$ cat src/rtl/cn_mon_pkg.sv
// Shared definitions for the c/n trace monitor: FSM states, flag bit positions, default widths.
package cn_mon_pkg;

  localparam int unsigned CN_W_DEF     = 10;
  localparam int unsigned CN_DEPTH_DEF = 8;
  localparam int unsigned CN_CNT_W_DEF = 16;
  localparam int unsigned CN_FLG_N     = 4;

  localparam int unsigned FLG_BOUND = 0;
  localparam int unsigned FLG_STEP  = 1;
  localparam int unsigned FLG_NCHG  = 2;
  localparam int unsigned FLG_WRAP  = 3;

  typedef enum logic [1:0] {
    IDLE  = 2'd0,
    PRIME = 2'd1,
    RUN   = 2'd2,
    HALT  = 2'd3
  } cn_state_e;

endpackage

$ cat src/rtl/cn_mon_fifo.sv
// Synchronous FIFO with an extra pointer bit for full/empty; a push while full
// succeeds only if the head is popped in the same cycle, otherwise it is dropped.
module cn_mon_fifo #(
  parameter int unsigned DW    = 24,
  parameter int unsigned DEPTH = 8
) (
  input  logic          clk,
  input  logic          rst,
  input  logic          push,
  input  logic [DW-1:0] push_data,
  output logic          full,
  input  logic          pop,
  output logic          valid,
  output logic [DW-1:0] head,
  output logic          drop
);

  localparam int unsigned AW = (DEPTH > 1) ? $clog2(DEPTH) : 1;

  logic [DW-1:0] mem [DEPTH];
  logic [AW:0]   wr_ptr;
  logic [AW:0]   rd_ptr;
  logic          pop_fire;
  logic          push_fire;

  assign valid     = (wr_ptr != rd_ptr);
  assign full      = (wr_ptr[AW] != rd_ptr[AW]) && (wr_ptr[AW-1:0] == rd_ptr[AW-1:0]);
  assign pop_fire  = valid && pop;
  assign push_fire = push && (!full || pop_fire);
  assign drop      = push && full && !pop_fire;

  // Head is forced to zero while empty so reset and idle outputs are clean.
  assign head = valid ? mem[rd_ptr[AW-1:0]] : '0;

  always_ff @(posedge clk) begin
    if (rst) begin
      wr_ptr <= '0;
      rd_ptr <= '0;
    end else begin
      if (push_fire) wr_ptr <= wr_ptr + (AW+1)'(1);
      if (pop_fire)  rd_ptr <= rd_ptr + (AW+1)'(1);
    end
  end

  always_ff @(posedge clk) begin
    if (push_fire) mem[wr_ptr[AW-1:0]] <= push_data;
  end

endmodule

$ cat src/rtl/cn_trace_monitor.sv
// Checks c/n samples against invariants, buffers flagged samples and keeps sticky stats.
// Optional min/max tracking of c is enabled by defining CN_MON_MINMAX_EN.
module cn_trace_monitor
  import cn_mon_pkg::*;
#(
  parameter int unsigned W     = CN_W_DEF,
  parameter int unsigned DEPTH = CN_DEPTH_DEF,
  parameter int unsigned CNT_W = CN_CNT_W_DEF
) (
  input  logic             clk,
  input  logic             rst,
  input  logic             in_valid,
  input  logic [W-1:0]     c,
  input  logic [W-1:0]     n,
  input  logic             record_all,
  input  logic             halt_on_viol,
  output logic             out_valid,
  input  logic             out_ready,
  output logic [W-1:0]     out_c,
  output logic [W-1:0]     out_n,
  output logic [3:0]       out_flags,
  output logic [CNT_W-1:0] viol_count,
  output logic [CNT_W-1:0] drop_count,
  output logic [3:0]       sticky_flags,
  output logic             halted,
  output logic [W-1:0]     min_c,
  output logic [W-1:0]     max_c
);

  localparam int unsigned DW = 2*W + CN_FLG_N;

  cn_state_e     state;
  logic [W-1:0]  c_p;
  logic [W-1:0]  n_p;
  logic [W-1:0]  c_p_inc;
  logic [3:0]    flags;
  logic          idle_sample;
  logic          run_sample;
  logic          viol;
  logic          push;
  logic          fifo_full;
  logic          fifo_drop;
  logic [DW-1:0] head;

  assign idle_sample = (state == IDLE) && in_valid;
  assign run_sample  = (state == RUN) && in_valid;
  assign c_p_inc     = c_p + W'(1);

  always_comb begin
    flags = '0;
    if (state == RUN) begin
      flags[FLG_BOUND] = (c > n);
      flags[FLG_STEP]  = (c != c_p) && (c != c_p_inc) && (c != '0);
      flags[FLG_NCHG]  = (n != n_p);
      flags[FLG_WRAP]  = (c_p == '1) && (c == '0);
    end
  end

  assign viol = run_sample && (flags != '0);
  assign push = (idle_sample && record_all) || (run_sample && ((flags != '0) || record_all));

  cn_mon_fifo #(
    .DW    (DW),
    .DEPTH (DEPTH)
  ) u_fifo (
    .clk       (clk),
    .rst       (rst),
    .push      (push),
    .push_data ({flags, n, c}),
    .full      (fifo_full),
    .pop       (out_ready),
    .valid     (out_valid),
    .head      (head),
    .drop      (fifo_drop)
  );

  assign out_c     = head[W-1:0];
  assign out_n     = head[2*W-1:W];
  assign out_flags = head[DW-1:2*W];

  // The IDLE->RUN step captures prev directly; PRIME is only a recovery path.
  always_ff @(posedge clk) begin
    if (rst) begin
      state <= IDLE;
      c_p   <= '0;
      n_p   <= '0;
    end else begin
      case (state)
        IDLE: begin
          if (in_valid) begin
            c_p   <= c;
            n_p   <= n;
            state <= RUN;
          end
        end
        PRIME: state <= RUN;
        RUN: begin
          if (in_valid) begin
            c_p <= c;
            n_p <= n;
            if (viol && halt_on_viol) state <= HALT;
          end
        end
        default: state <= HALT;
      endcase
    end
  end

  always_ff @(posedge clk) begin
    if (rst) begin
      viol_count   <= '0;
      drop_count   <= '0;
      sticky_flags <= '0;
    end else begin
      if (viol) begin
        sticky_flags <= sticky_flags | flags;
        if (viol_count != '1) viol_count <= viol_count + CNT_W'(1);
      end
      if (fifo_drop && (drop_count != '1)) drop_count <= drop_count + CNT_W'(1);
    end
  end

  assign halted = (state == HALT);

`ifdef CN_MON_MINMAX_EN
  logic [W-1:0] min_r;
  logic [W-1:0] max_r;

  always_ff @(posedge clk) begin
    if (rst) begin
      min_r <= '1;
      max_r <= '0;
    end else if (idle_sample || run_sample) begin
      if (c < min_r) min_r <= c;
      if (c > max_r) max_r <= c;
    end
  end

  assign min_c = min_r;
  assign max_c = max_r;
`else
  assign min_c = '0;
  assign max_c = '0;
`endif

  logic unused_full;
  assign unused_full = fifo_full;

endmodule

$ cat config.mk
export PLATFORM = sky130hd
export DESIGN_NAME = cn_trace_monitor
export DESIGN_NICKNAME = d
export VERILOG_FILES = /design/src/rtl/cn_mon_pkg.sv /design/src/rtl/cn_mon_fifo.sv /design/src/rtl/cn_trace_monitor.sv
export SDC_FILE = /design/constraint.sdc
export NUM_CORES = 1
export LEC_CHECK = 0
export ABC_AREA = 1
export CORE_UTILIZATION = 58
export CTS_CLUSTER_DIAMETER = 30
export CTS_CLUSTER_SIZE = 20
export DETAILED_ROUTE_END_ITERATION = 8
export GPL_TIMING_DRIVEN = 0
export PLACE_DENSITY_LB_ADDON = 0.1
export REMOVE_ABC_BUFFERS = 1
export SYNTH_ARGS = -nofsm -noshare
export SYNTH_HDL_FRONTEND = slang
export SYNTH_SLANG_ARGS = --single-unit
$ cat constraint.sdc
create_clock -name clk -period 5.39 [get_ports clk]
set_clock_uncertainty 0.1 [all_clocks]
set_input_delay 1.078 -clock clk [delete_from_list [all_inputs] [get_ports clk]]
set_output_delay 1.078 -clock clk [all_outputs]
set_load 0.005 [all_outputs]
Yosys cells after proc, flatten, opt, wreduce, memory -nomap -nowiden
Memories as Yosys holds them, arrays and structs flattened. A register that Yosys moved wholly into a read port is not among the register bits.
Cells that the tools add are included.
Widths: inputs -> output; s select.
- register bits after elaboration: 66
- bits in writable memories: 192
- bits of input ports: 26
- output and inout port bits: 82
- word-level logic and storage cells: 69
- memories: 1
- $add $sub $neg: 5
- order comparisons: 1
- equal/unequal tests: 15
- multiplexer cells: 10
- bitwise operators: 1
- reduce and logical (&&, ||, !) cells: 28
- memories (memory ; depth ; bits a word ; read ports ; clocked after Yosys merged registers in ; wr ports ; line ; source):
    u_fifo.mem ; 8 ; 24 ; 1 ; 1 ; 1 ; cn_mon_fifo.sv:20 ; logic [DW-1:0] mem [DEPTH];
- operators by type and width (cell ; number):
    $add 16x1->16 const B ; 2
    $ne 16x16->1 const B ; 2
    $ne 10x10->1 ; 3
    $mux 24 ; 1
    $logic_and 1x1->1 ; 15
    $add 10x1->10 const B ; 1
    $eq 10x10->1 const B ; 1
    $gt 10x10->1 ; 1
    $logic_not 10->1 ; 1
    $reduce_bool 10->1 ; 1
    $add 4x1->4 const B ; 2
    $mux 2 ; 3
    $mux 3 ; 2
    $pmux 2 s3 ; 1
    $eq 2x2->1 const B ; 2
    $mux 4 ; 1
    $ne 2x2->1 const B ; 2
    $ne 4x4->1 ; 1
    $or 4x4->4 ; 1
    $reduce_and 2->1 ; 2
    $reduce_bool 4->1 ; 1
    $eq 3x3->1 ; 1
    $logic_or 1x1->1 ; 3
    $reduce_and 3->1 ; 1
    7 further kinds ; 9

Longest topological paths before layout
- word-level depth: 12
- gate-level depth with buffers: 17
- mapped depth without buffers: 17

By module
Synthesis repeated with hierarchy kept, for this count alone.
- cell total of the unflattened synthesis: 1239
- area total of the unflattened synthesis: 11852.6 µm²
- modules (own cells, without submodules) (module ; times used ; cells an instance ; area each (µm²) ; seq. area each (µm²)):
    cn_mon_fifo ; 1 ; 681 ; 8160.3 ; 5985.7
    cn_trace_monitor ; 1 ; 558 ; 3692.3 ; 1161.1

Worst setup path before layout
OpenSTA, ideal clock, no wires.
- path kind: input -> register
- start point: input n[8]
- end point: memory u_fifo.mem[0][0] (enable)
- library setup time: 0.435 ns
- arrival: 4.341 ns
- required time: 4.855 ns
- setup slack: 0.514 ns
- cell stages on the path: 14
- buffers on the path: 1
- cell sequence: inv_1 > ha_1 > nand2_1 > nor2_1 > a21boi_0 > nor2_1 > nor2_1 > nor2_1 > nand2_2 > nand2_4 > nand2_4 > buf_6 > nand2_4 > nor3_1
- cells in the longest elaborated chain, start to end: 9
- elaborated cells between the ends (all ways): 10
- those cells by class: 1 x order compare; 1 x eq/ne; 3 x mux; 5 x reduce/logical
- ends and longest elaborated chain (what ; line ; source):
    from (decl) ; cn_trace_monitor.sv:14 ; input logic [W-1:0] n,
    $gt 10x10->1 ; cn_trace_monitor.sv:52 ; flags[FLG_BOUND] = (c > n);
    $mux 4 ; cn_trace_monitor.sv:51 ; if (state == RUN) begin
    via flags[0] ; cn_trace_monitor.sv:36 ; logic [3:0] flags;
    $reduce_bool 4->1 ; cn_trace_monitor.sv:60 ; assign push = (idle_sample && record_all) || (run_sample && ((flags != '0) || record_all));
    $logic_or 1x1->1 ; cn_trace_monitor.sv:60 ;
    $logic_and 1x1->1 ; cn_trace_monitor.sv:60 ;
    $logic_or 1x1->1 ; cn_trace_monitor.sv:60 ;
    $logic_and 1x1->1 ; cn_mon_fifo.sv:29 ; assign push_fire = push && (!full || pop_fire);
    $mux 1 ; cn_mon_fifo.sv:46 ; if (push_fire) mem[wr_ptr[AW-1:0]] <= push_data;
    $mux 1 (implied by the code) ; cn_mon_fifo.sv:46 ;
    to (decl) ; cn_mon_fifo.sv:20 ;
The timed path passes the listed nets, and every way through them passes these cells.

Worst setup path after layout
- start point: input c[9]
- end point: memory u_fifo.mem[2][7] (enable)
- elaborated cells between the ends (all ways): 16
- those cells by class: 1 x order compare; 2 x eq/ne; 3 x mux; 10 x reduce/logical
- RTL lines (what ; line ; source):
    from (decl) ; cn_trace_monitor.sv:13 ; input logic [W-1:0] c,
    $gt 10x10->1 ; cn_trace_monitor.sv:52 ;
    $mux 4 ; cn_trace_monitor.sv:51 ;
    via flags[0] ; cn_trace_monitor.sv:36 ;
    $reduce_bool 4->1 ; cn_trace_monitor.sv:60 ;
    $logic_or 1x1->1 ; cn_trace_monitor.sv:60 ;
    $logic_and 1x1->1 ; cn_trace_monitor.sv:60 ;
    $logic_or 1x1->1 ; cn_trace_monitor.sv:60 ;
    $logic_and 1x1->1 ; cn_mon_fifo.sv:29 ;
    $mux 1 ; cn_mon_fifo.sv:46 ;
    $mux 1 (implied by the code) ; cn_mon_fifo.sv:46 ;
The timed path passes the listed nets, and every way through them passes these cells.

==> run summary <==
dominant combinational cell family by area after synthesis: simple AND/OR/NAND/NOR gates
fraction of post-synthesis cell area in the top cell type by area: 48.7%
data required time at the worst endpoint: 5510 ps
final antenna diode count: 0
FFs w/ async S/R, synth: 0%
worst r2r dst: u_fifo.mem[2][7]
post-cts repair resize count: 0
Worst setup EP type: flip-flop
CTS Hold Bufs: 0
width of the die: 145 um
area of the mapped netlist: 0.0118 sq mm
average size of a mapped cell: 9.83 sq um
Post-route DRC: 0
synthesized-area fraction occupied by ao, oa, aoi and oai cells: 12.2%
Fmax achieved: 0.198 GHz
cell count of the worst reg-to-reg path: 11
final-layout fill cell count: 1350
CTS clk-pin slew, worst paths: 50 ps
number of warnings issued by yosys: 0
Rel. slew slack: 13.0%
RSZ-0062 raised after global routing: false
slew at the pin closest to its max-slew limit: 1300 ps
Iteration-0 DRC Markers: 631
Min-Delay Path Class: flip-flop to flip-flop
adder-cell area share of the yosys netlist: 1.59%
total of endpoints with negative setup slack in the final report: 0
count of antenna-violating nets left after detailed routing: 0
xor/xnor cell area share of the yosys netlist: 2.74%
Cell Rows: 51
number of CTS-inserted buffers: 47
startpoint of the worst setup timing path: c[9]
antenna violations before repair: 0
post-route fraction of the period consumed by the critical path: 93.8%
Max rail drop VDD: 0.000234 V
number of enable flip-flop cells after synthesis: 192
Net count, final: 1335
largest net degree at the start of global routing: 97
Max-cap violations: 0
input/output buffers: 87
Die H: 145 um
area inside the core boundary: 0.0197 sq mm
vias per inst: 5.51
r2r setup slk: 1800 ps
critical path peak fanout: 21
CTS tree: done
setup total negative slack: 0 ps
share of final-layout standard cells stronger than drive strength 1: 10.5%
worst setup path endpoint: u_fifo.mem[2][7]
vias in the first global route: 8218
minimum setup slack after placement: -102 ps
final max-slew violation count: 0
total congestion overflow after global routing: 0
Arrival @ worst endpoint: 5170 ps
startpoint type of the worst setup path: input port
final routed wire length divided by cell count: 16.7 um
Die Footprint: 0.0210 sq mm
distinct cell type count after synthesis: 40
CTS Root Buffer Type: sky130_fd_sc_hd__clkbuf_16
post-synthesis to final-layout area growth: 22.6%
flip-flop and latch count after synthesis: 261
half-perimeter wire length after detailed placement: 15400 um
leakage power: 5.21 nW
top area cells in the synthesized netlist: sky130_fd_sc_hd__edfxtp_1 49%, sky130_fd_sc_hd__dfxtp_1 12%, sky130_fd_sc_hd__nor2_1 6.5%, sky130_fd_sc_hd__o21ai_0 6.3%, sky130_fd_sc_hd__nand2_1 4.1%
total routing usage reported by global routing: 25.9%
simple-gate portion of the synthesized area: 16.7%
Pre-antenna DRT Iters: 5
I/O pin cnt: 108
type of the worst setup path: input port to flip-flop
critical register-to-register path startpoint: state[1]
Top FF cell, synth: sky130_fd_sc_hd__edfxtp_1
worst path setup slack after routing: 333 ps
post-synthesis cell count: 1204
number of levels the H-tree was split into: 2
total detailed-routing wirelength: 26600 um
power density cells: 407 mW/mm^2
clock buffer depth: 3
Initial Utilization: 60.0%
buffers inserted during post-CTS setup optimization: 0
top cell type by total area after synthesis: sky130_fd_sc_hd__edfxtp_1
portion of the post-synthesis area used by sequential elements: 60.4%
number of failing hold endpoints at the final stage: 0
wire length of the first global-routing pass: 41300 um
clock latency of the later-clocked register in the worst-skew pair: 520 ps
shortest clock period the worst path allows after layout: 5060 ps
Vias: 8792
placer's final routability congestion estimate: 0.881
mux cell area share after synthesis: 0%
clock sink total: 261
outcome: complete, no violations
-- cell usage after synthesis (all sizes together), types with 24 or more instances --
library cell / count
nor2: 207
edfxtp: 192
o21ai: 151
nand2: 147
inv: 90
dfxtp: 69
a21oi: 59
clkbuf: 50
nand3: 49
buf: 28
nand4: 25
o22ai: 25
a31oi: 24
-- cell families (layout without fill, tap and decap cells) --
family | after synthesis | after routing
AOI/OAI and AO/OA | 267 | 267
xor gates and xnor gates | 37 | 37
adders and majority gates | 15 | 15
buffers and inverters | 168 | 276
DFF | 261 | 261
other | 1 | 20
and+or+nand+nor | 455 | 455
-- report_power, final --
part           internal, W  switching [W]  leakage (nW)  total, W
Clock              0.00184       0.000999         0.752   0.00284
Combinational     0.000329       0.000471          2.16  0.000800
Sequential         0.00221      0.0000522          2.31   0.00226
-- layout make-up --
cell class                      instances  area [sq um]  area share [%]
Sequential cell                       261          7150            49.3
Multi-Input combinational cell        794          4070            28.0
Clock buffer                           54          1220            8.43
Timing Repair Buffer                  100          1070            7.36
Inverter                               90           340            2.35
Tap cell                              265           332            2.29
Clock inverter                         32           330            2.28
-- metrics by stage --
| stage | cells | instance area (sq um) | hold slack (ps) | utilization [%] | power [W] |
|---|---|---|---|---|---|
| after floorplan | 1145 | 11500 | 341 | - | 0.00271 |
| after global placement | 1497 | 12700 | 347 | 64.4 | 0.00306 |
| after detailed placement | 1510 | 13000 | 358 | 65.7 | 0.00310 |
| after CTS | 1596 | 14500 | 364 | 73.6 | 0.00594 |
| after global routing | 1596 | 14500 | 377 | 73.6 | 0.00614 |
| final | 1596 | 14500 | 361 | 73.6 | 0.00590 |
-- critical path, cell delays in order --
cell and delay [ps]:
sky130_fd_sc_hd__clkdlybuf4s50_1 720, sky130_fd_sc_hd__ha_1 470, sky130_fd_sc_hd__nand2_1 70, sky130_fd_sc_hd__nor2_1 170
sky130_fd_sc_hd__a21boi_0 220, sky130_fd_sc_hd__nor2_1 70, sky130_fd_sc_hd__nor2_1 560, sky130_fd_sc_hd__nor2_1 130
sky130_fd_sc_hd__nand2_2 120, sky130_fd_sc_hd__nand2_4 70, sky130_fd_sc_hd__nand2_4 220, sky130_fd_sc_hd__nand2_4 160
sky130_fd_sc_hd__nor3_2 740, sky130_fd_sc_hd__buf_4 350
-- layer usage --
| metal | vias to the layer above | track usage, % | share of wire [%] |
|---|---|---|---|
| li1 | 4322 | - | - |
| met2 | 258 | 44.4 | 48 |
| met5 | - | 0 | 0 |
| met1 | 4160 | 33.4 | 44 |
| met3 | 52 | 4.94 | 5.6 |
| met4 | 0 | 7.87 | 1.9 |
-- sequential cells by signal, indices dropped and copies added, names as in the netlist, named ones only --
signal and cells:
n_p 10, u_fifo.mem 192, u_fifo.rd_ptr 4, state 2, u_fifo.wr_ptr 4, sticky_flags 4, viol_count 16, drop_count 16
c_p 10
-- worst min-delay path by stage --
| stage | startpoint | end | depth (start not counted) |
|---|---|---|---|
| after CTS | sticky_flags[3] | sticky_flags[3] | 1 |
| after detailed placement | sticky_flags[3] | sticky_flags[3] | 1 |
| final | sticky_flags[3] | sticky_flags[3] | 1 |
| after global placement | sticky_flags[3] | sticky_flags[3] | 1 |
| after floorplan | sticky_flags[0] | sticky_flags[0] | 2 |
| after global routing | sticky_flags[3] | sticky_flags[3] | 1 |
-- cells in the final DEF, fill, tap and decap left out, types with 2 or more instances in the layout --
| cell | instances |
|---|---|
| sky130_fd_sc_hd__dfxtp_1 | 67 |
| sky130_fd_sc_hd__inv_1 | 83 |
| sky130_fd_sc_hd__nand2_1 | 130 |
| sky130_fd_sc_hd__nand2_2 | 12 |
| sky130_fd_sc_hd__buf_6 | 7 |
| sky130_fd_sc_hd__a31oi_1 | 24 |
| sky130_fd_sc_hd__bufinv_16 | 4 |
| sky130_fd_sc_hd__clkinv_2 | 7 |
| sky130_fd_sc_hd__inv_2 | 6 |
| sky130_fd_sc_hd__edfxtp_1 | 192 |
| sky130_fd_sc_hd__o22ai_1 | 25 |
| sky130_fd_sc_hd__xnor2_1 | 18 |
| sky130_fd_sc_hd__nand3_1 | 46 |
| sky130_fd_sc_hd__nor2_2 | 3 |
| sky130_fd_sc_hd__nor3_2 | 3 |
| sky130_fd_sc_hd__nand3_2 | 2 |
| sky130_fd_sc_hd__inv_6 | 8 |
| sky130_fd_sc_hd__nor4_1 | 3 |
| sky130_fd_sc_hd__clkbuf_1 | 6 |
| sky130_fd_sc_hd__clkdlybuf4s50_1 | 87 |
| sky130_fd_sc_hd__clkinv_4 | 6 |
| sky130_fd_sc_hd__nor2_1 | 200 |
| sky130_fd_sc_hd__buf_12 | 2 |
| sky130_fd_sc_hd__clkinvlp_4 | 5 |
| sky130_fd_sc_hd__nand2_4 | 5 |
| sky130_fd_sc_hd__o21a_1 | 4 |
| sky130_fd_sc_hd__nor2_4 | 4 |
| sky130_fd_sc_hd__o21ai_0 | 150 |
| sky130_fd_sc_hd__buf_16 | 2 |
| sky130_fd_sc_hd__clkbuf_16 | 48 |
| sky130_fd_sc_hd__nand4_1 | 25 |
| sky130_fd_sc_hd__a21oi_2 | 6 |
| sky130_fd_sc_hd__nor3_1 | 18 |
| sky130_fd_sc_hd__a21oi_1 | 53 |
| sky130_fd_sc_hd__conb_1 | 20 |
| sky130_fd_sc_hd__ha_1 | 15 |
| sky130_fd_sc_hd__xor2_1 | 19 |
Power figures use the tool's default switching activity.
